File: src/rtl/cc_config_sequencer.sv
`default_nettype none
// ============================================================================
// Module      : cc_config_sequencer
// Description : Double-buffered configuration sequencer for the colour
//               combiner. Software writes CC_MODE / CONST_COLOR into shadow
//               registers at any time; a commit pulse stops new fragment
//               launches, waits for the combiner pipeline to drain, then
//               copies shadow to active in a single SWAP cycle. This way no
//               fragment ever sees a mix of old and new configuration.
//
// Parameters  : INFLIGHT_MAX  - max fragments inside the combiner (1..7)
//               RESET_CC_MODE - active/shadow cc_mode value after reset
//
// Ports       : clk, rst_n                    - clock, async active-low reset
//               wr_cc_mode_valid/wr_cc_mode   - shadow CC_MODE write
//               wr_const_valid/wr_const       - shadow CONST_COLOR write
//               commit                        - request shadow->active swap
//               up_valid/up_ready             - upstream fragment handshake
//               cc_frag_valid/cc_in_ready     - launch into colour combiner
//               cc_out_valid/cc_out_ready     - combiner output (observed)
//               cc_mode/const_color           - active configuration
//               busy                          - FSM not idle
//               inflight                      - fragments in the combiner
//               drain_timeout                 - sticky watchdog flag
//                                               (only with CC_SEQ_WATCHDOG_EN)
//
// Build option: CC_SEQ_WATCHDOG_EN - adds an 8-bit DRAIN watchdog that forces
//               the swap after 255 DRAIN cycles and sets drain_timeout.
//
// Revision    : 1.0 - initial release
// ============================================================================
module cc_config_sequencer #(
    parameter int unsigned INFLIGHT_MAX  = 4,
    parameter logic [63:0] RESET_CC_MODE = 64'h0
) (
    input  logic        clk,
    input  logic        rst_n,
    input  logic        wr_cc_mode_valid,
    input  logic [63:0] wr_cc_mode,
    input  logic        wr_const_valid,
    input  logic [63:0] wr_const,
    input  logic        commit,
    input  logic        up_valid,
    output logic        up_ready,
    output logic        cc_frag_valid,
    input  logic        cc_in_ready,
    input  logic        cc_out_valid,
    input  logic        cc_out_ready,
    output logic [63:0] cc_mode,
    output logic [63:0] const_color,
    output logic        busy,
`ifdef CC_SEQ_WATCHDOG_EN
    output logic        drain_timeout,
`endif
    output logic [2:0]  inflight
);

    typedef enum logic [1:0] {
        ST_IDLE  = 2'd0,
        ST_DRAIN = 2'd1,
        ST_SWAP  = 2'd2
    } state_t;

    localparam logic [2:0] C_INFLIGHT_MAX = 3'(INFLIGHT_MAX);

    state_t      r_state;
    state_t      w_state_nxt;
    logic [2:0]  r_inflight;
    logic [63:0] r_shadow_mode;
    logic [63:0] r_shadow_const;
    logic [63:0] r_cc_mode;
    logic [63:0] r_const_color;
    logic        w_gate;
    logic        w_launch;
    logic        w_retire;

    // Launches are only allowed while idle, so anything launched has been
    // issued against the currently active configuration.
    assign w_gate        = (r_state == ST_IDLE) && (r_inflight < C_INFLIGHT_MAX);
    assign cc_frag_valid = up_valid & w_gate;
    assign up_ready      = cc_in_ready & w_gate;
    assign w_launch      = up_valid & up_ready;
    assign w_retire      = cc_out_valid & cc_out_ready;

    assign busy        = (r_state != ST_IDLE);
    assign inflight    = r_inflight;
    assign cc_mode     = r_cc_mode;
    assign const_color = r_const_color;

`ifdef CC_SEQ_WATCHDOG_EN
    logic [7:0] r_drain_cnt;
    logic       r_drain_timeout;
    logic       w_wd_force;

    assign drain_timeout = r_drain_timeout;
`endif

    // ------------------------------------------------------------------
    // Next-state logic
    // ------------------------------------------------------------------
    always_comb begin
        w_state_nxt = r_state;
`ifdef CC_SEQ_WATCHDOG_EN
        w_wd_force  = 1'b0;
`endif
        case (r_state)
            ST_IDLE: begin
                if (commit) begin
                    w_state_nxt = ST_DRAIN;
                end
            end
            ST_DRAIN: begin
                // commit here is merged into the pending swap
                if (r_inflight == 3'd0) begin
                    w_state_nxt = ST_SWAP;
`ifdef CC_SEQ_WATCHDOG_EN
                end else if (r_drain_cnt == 8'd254) begin
                    // counter holds 254 during the 255th DRAIN cycle
                    w_state_nxt = ST_SWAP;
                    w_wd_force  = 1'b1;
`endif
                end
            end
            ST_SWAP: begin
                // a commit arriving during the swap starts a fresh drain so
                // the shadow write that came with it gets its own swap
                w_state_nxt = commit ? ST_DRAIN : ST_IDLE;
            end
            default: begin
                w_state_nxt = ST_IDLE;
            end
        endcase
    end

    always_ff @(posedge clk or negedge rst_n) begin
        if (!rst_n) begin
            r_state <= ST_IDLE;
        end else begin
            r_state <= w_state_nxt;
        end
    end

    // ------------------------------------------------------------------
    // In-flight counter: saturates at 0 on stray retires; the launch gate
    // keeps it from exceeding INFLIGHT_MAX.
    // ------------------------------------------------------------------
    always_ff @(posedge clk or negedge rst_n) begin
        if (!rst_n) begin
            r_inflight <= 3'd0;
        end else begin
            case ({w_launch, w_retire})
                2'b10:   r_inflight <= r_inflight + 3'd1;
                2'b01:   r_inflight <= (r_inflight != 3'd0) ? r_inflight - 3'd1 : 3'd0;
                default: r_inflight <= r_inflight;
            endcase
        end
    end

    // ------------------------------------------------------------------
    // Shadow and active configuration. The active copy samples the shadow
    // values held at the start of SWAP; a write in the SWAP cycle itself
    // only reaches the shadow.
    // ------------------------------------------------------------------
    always_ff @(posedge clk or negedge rst_n) begin
        if (!rst_n) begin
            r_shadow_mode  <= RESET_CC_MODE;
            r_shadow_const <= 64'h0;
            r_cc_mode      <= RESET_CC_MODE;
            r_const_color  <= 64'h0;
        end else begin
            if (wr_cc_mode_valid) begin
                r_shadow_mode <= wr_cc_mode;
            end
            if (wr_const_valid) begin
                r_shadow_const <= wr_const;
            end
            if (r_state == ST_SWAP) begin
                r_cc_mode     <= r_shadow_mode;
                r_const_color <= r_shadow_const;
            end
        end
    end

`ifdef CC_SEQ_WATCHDOG_EN
    // ------------------------------------------------------------------
    // DRAIN watchdog: counts consecutive DRAIN cycles, restarts on entry.
    // ------------------------------------------------------------------
    always_ff @(posedge clk or negedge rst_n) begin
        if (!rst_n) begin
            r_drain_cnt     <= 8'd0;
            r_drain_timeout <= 1'b0;
        end else begin
            if ((r_state == ST_DRAIN) && (w_state_nxt == ST_DRAIN)) begin
                r_drain_cnt <= r_drain_cnt + 8'd1;
            end else begin
                r_drain_cnt <= 8'd0;
            end
            if (w_wd_force) begin
                r_drain_timeout <= 1'b1;
            end
        end
    end
`endif

endmodule
`default_nettype wire

File: config.mk
export PLATFORM = sky130hd
export DESIGN_NAME = cc_config_sequencer
export DESIGN_NICKNAME = d
export VERILOG_FILES = /design/src/rtl/cc_config_sequencer.sv
export SDC_FILE = /design/constraint.sdc
export NUM_CORES = 1
export LEC_CHECK = 0
export CAP_MARGIN = 0
export CORE_MARGIN = 2
export CORE_UTILIZATION = 44
export DETAILED_ROUTE_END_ITERATION = 8
export PLACE_DENSITY_LB_ADDON = 0.25
export SYNTH_ARGS = -nofsm -noshare
export SYNTH_HDL_FRONTEND = slang
export SYNTH_SLANG_ARGS = --single-unit
export TNS_END_PERCENT = 5
File: constraint.sdc
create_clock -name clk -period 1.5 [get_ports clk]
set_clock_uncertainty 0.15 [all_clocks]
set_input_delay 0.225 -clock clk [delete_from_list [all_inputs] [get_ports clk]]
set_output_delay 0.225 -clock clk [all_outputs]
set_load 0.1 [all_outputs]
* After elaboration in Yosys (flattened, before gate mapping)
Index checks and enable logic that the tools add are counted.
** Operators by class
- Add/subtract/negate cells :: 2
- Magnitude comparators :: 1
- Equal/unequal tests :: 6
- Multiplexer cells :: 6
- Bitwise operators :: 4
- Reduce and logical (&&, ||, !) cells :: 7
** Operator list (count)
- 2-bit case mux with 3 select lines :: 1
- 3-bit case mux with 2 select lines :: 1
- 1-bit AND :: 4
- 2-bit by 1-bit equality test with 1-bit output (second input constant) :: 2
- 2-bit equality test (second input constant) :: 2
- 2-bit 2-to-1 mux :: 2
- 2-bit != test (second input constant) :: 2
- 2-bit nonzero test :: 2
- 3-bit by 1-bit adder with 3-bit output (second input constant) :: 1
- 3-bit zero test :: 1
- 3-bit less-than comparator (second input constant) :: 1
- 3-bit 2-to-1 mux :: 1
- 3-bit nonzero test :: 1
- 3-bit by 1-bit subtractor with 3-bit output (second input constant) :: 1
- 2-bit zero test :: 1
- 2-bit AND reduction :: 1
- 1-bit logical AND :: 1
- 1-bit 2-to-1 mux :: 1
** Storage, ports and cells
- Bits in registers :: 261
- Input port bits :: 137
- Output and inout port bits :: 134

* Logic depth before layout (Yosys ltp)
- Depth after elaboration :: 6
- Gate-level depth with buffers :: 7
- Gate-level depth less buffers :: 7

* Least setup slack after synthesis
OpenSTA, ideal clock, no wires.
- Kind :: register to register
- Start point :: register r_inflight[2], in the netlist inflight[2]
- End point :: register r_inflight[2], in the netlist inflight[2]
- Library setup time :: 0.163 ns
- Arrival time :: 2.583 ns
- Data required time :: 1.187 ns
- Setup slack :: -1.396 ns
- Stages on the path, launching flop included :: 8
- Buffers on the path :: 0
- Cell sequence :: dfrtp_1 > nor3_1 > and2_1 > nand2_1 > ha_1 > mux2i_1 > o21ai_0 > o31ai_1
** On the way
- Word-level cells in the longest chain between the ends :: 6
- Elaborated cells on any way between the ends :: 12
- Classes of those cells :: add/sub (2); order compare (1); eq/ne (2); mux (2); bitwise (2); reduce/logical (3)
** RTL lines
- start, declared :: line 68 : logic [2:0] r_inflight;
- start signal, assigned :: line 152 : 2'b10: r_inflight <= r_inflight + 3'd1;
- start signal, assigned :: line 153 : 2'b01: r_inflight <= (r_inflight != 3'd0) ? r_inflight - 3'd1 : 3'd0;
- start signal, assigned :: line 154 : default: r_inflight <= r_inflight;
- 3-bit less-than comparator * :: line 79 : assign w_gate = (r_state == ST_IDLE) && (r_inflight < C_INFLIGHT_MAX);
- 1-bit logical AND * :: line 79
- 1-bit AND * :: line 81 : assign up_ready = cc_in_ready & w_gate;
- net up_ready :: line 44 : output logic up_ready,
- 1-bit AND * :: line 82 : assign w_launch = up_valid & up_ready;
- 2-bit by 1-bit equality test with 1-bit output or 2-bit equality test (tied branches) :: line 151 : case ({w_launch, w_retire})
- 3-bit case mux with 2 select lines or 2-bit nonzero test (tied branches)
Mark *: on every way through the listed nets, which the timed path passes. The rest lies on a longest branch.
A chain may end at the register's enable or synchronous reset.

* Worst setup path after layout
- Start point :: register r_state[1]
- End point :: output port cc_frag_valid
** On the way
- Word-level cells in the longest chain between the ends :: 3
** RTL lines
- start, declared :: line 66 : state_t r_state;
- start signal, assigned :: line 139 : r_state <= w_state_nxt;
- 2-bit zero test :: line 79
- 1-bit logical AND :: line 79
- 1-bit AND :: line 80 : assign cc_frag_valid = up_valid & w_gate;
- end, declared :: line 45 : output logic cc_frag_valid,
Every way passes these cells.

==> out/results.tsv <==
metric	value	unit
cp-end-kind	primary output	
slowest_delay	0.44	ns
cp_num_buf_inv	2	
start_kind	flip-flop	
antenna_found_initial	0	
fin_crit_sh	1.34	
finalSetupViolations	147	
cts_sinks	261	
dr.pass1.iters	4	
hold_class	input pin to asynchronous set/reset pin	
cts_made_buffers	28	
timing.fmax	0.498	GHz
grt_pass1_wl	38.4	mm
grt_usage	0.200	
max_slew_margin	0.752	
vias	5987	
worstPathArrival	1.63	ns
die_h	157	um
fp.dieW	157	um
yosys_warnings	0	
synthesis.area	10300	um2
clk_path_buf_depth	3	
placedCellCount	1169	
min_period	2.01	ns
critical_path_required	1.12	ns
synth_top_area_share	0.636	
final_nets	1038	
status	finished with violations	
core_area	22800	um2
clockRootBuffer	clkbuf_16	
syn_to_final_growth	56.6	%
worstPathMaxFanout	3	
ys_types	23	
final_cells	1229	
post_drt_wl_per_cell	19.5	um
cts_tree	yes	
crit_family	flip-flops	
port_buffers	270	
start_util	0.451	
first_global_vias	7034	
ctsHtreeMaxLevel	1	
yosysSeqAreaShare	0.636	
syn_nets	716	
remaining_drc_errors	0	
dieArea	24600	um2
worst_slack	-0.509	ns
via_per_inst	4.87	
grt_max_degree	47	
crit_chain	nor3_4, buf_4, and2_4, buf_12	
mostFrequentLayoutCell	dfrtp_1	
grt_overflow_total	0	
num_rows	55	
dp_hpwl	17.6	mm
clk_pin_slew	0.06	ns
hold_viol	0	
rsz0062_at_grt	yes	
ant_nets	0	
ios	271	
yosys_register_bits	261	
final_cell_mix	dfrtp_1, mux2_2, buf_12, clkdlybuf4s50_1, mux2_4	
worstMarginPinSlew	0.372	ns
critPathSlowestCell	dfrtp_2	
maxCapViolCount	0	
place.gp.congestion	0.793	
drive_above_1_share	0.548	
n_antenna_cell	0	
worstSetupPathType	flip-flop to primary output	
synth_top_cell_by_area	dfrtp_1	
clk_latency	0.52	ns
avgSynthCellArea	17.9	um2
slew_violations	0	
synthTopCellsByArea	dfrtp_1, mux2_2, mux2_4	
drt-total-wl	24.0	mm
synthCells	575	
drtIter0Drc	146	
violations	negative setup slack	
-- timing repair --
item | CTS | global route
gates resized for setup | 24 | 8
buffers inserted | 6 | 5
cloned | 0 | 1
hold buffers | 1 | 0
endpoints found under the setup margin | 261 | 265
pin swaps | 4 | 5
hold endpoints to repair | 261 | 0
-- sequential cells by signal, summed over array words and instances, names as in the netlist --
signal          flops
cc_mode            64
const_color        64
r_shadow_const     64
r_shadow_mode      64
inflight            3
r_state             2
-- worst register-to-register path, delay by kind of cell (launching register included) --
family / cells / cell delay [ns]
flip-flops: 1 / 0.44
AO/OA/AOI/OAI: 2 / 0.30
buffers and inverters: 3 / 0.33
adder cells (fa/ha/maj): 1 / 0.18
AND/OR/NAND/NOR: 3 / 0.46
-- path summary, 6_finish.rpt --
path | slack (ns) | cells after the start | end | startpoint
max in group asynchronous | 0.59 | 3 | r_shadow_mode[22]$_DFFE_PN0P_ | rst_n
max reg2reg | -0.42 | 9 | inflight[0]$_DFFE_PN0P_ | r_state[1]$_DFFE_PN0P_
min reg2reg | 0.35 | 1 | const_color[17]$_DFFE_PN0N_ | r_shadow_const[17]$_DFFE_PN0P_
min | 0.05 | 2 | r_shadow_const[17]$_DFFE_PN0P_ | rst_n
min in group clk | 0.11 | 3 | r_shadow_mode[59]$_DFFE_PN0P_ | wr_cc_mode_valid
max | -0.51 | 4 | cc_frag_valid | r_state[1]$_DFFE_PN0P_
-- routing by layer --
layer / up-vias / part of all wire / track usage / wire length [um]
met3: 55 / 0.060 / 0.0479 / 1440
li1: 2669 / - / - / -
met4: 0 / 0.039 / 0.0738 / 939
met5: - / 0 / 0 / 0
met1: 3077 / 0.38 / 0.236 / 9120
met2: 186 / 0.52 / 0.353 / 12500
-- synthesized netlist by cell type (all sizes together) --
library cell / number
inv: 3
and3b: 1
a21o: 1
ha: 4
a211oi: 1
nand2: 2
dfrtp: 261
and2: 3
nand2b: 1
nor2: 4
mux2i: 1
nor2b: 1
buf: 28
a2bb2oi: 1
o31ai: 1
mux2: 257
or2: 1
nor3: 1
o21ai: 2
a22o: 1
-- cell families (layout without fill, tap and decap cells) --
logic type | after synthesis | after routing | share of synthesized area
flops | 261 | 261 | 0.636
mux | 258 | 258 | 0.320
buf+inv | 31 | 372 | 0.0269
simple gates | 14 | 14 | 0.00791
compound gates | 7 | 7 | 0.00487
fa+ha+maj | 4 | 4 | 0.00487
-- cell type report --
class,count,area (um2)
clock inverter,5,25.0
inverter,3,11.3
timing repair buffer,320,4710
sequential,261,6540
tap,313,392
multi-input combinational,283,3550
fill,1459,6690
clock buffer,44,872
-- through the flow --
stage / setup TNS, ns / hold slack (ns) / setup slack [ns] / utilization / area [um2]
6_report: -29.22 / 0.0492 / -0.509 / 0.706 / 16100
3_5_place_dp: -10.02 / 0.000249 / -0.245 / 0.658 / 15000
5_1_grt: -39.33 / 0.0770 / -0.575 / 0.706 / 16100
4_1_cts: -19.85 / 0.0456 / -0.569 / 0.704 / 16000
2_1_floorplan: -2.25 / -0.221 / -0.479 / - / 10300
3_3_place_gp: -5.93 / -0.00812 / -0.148 / 0.658 / 15000
Power is left out: the tool's default activity adds up to more than one toggle a clock period on the data nets, which glitch-free logic cannot reach.
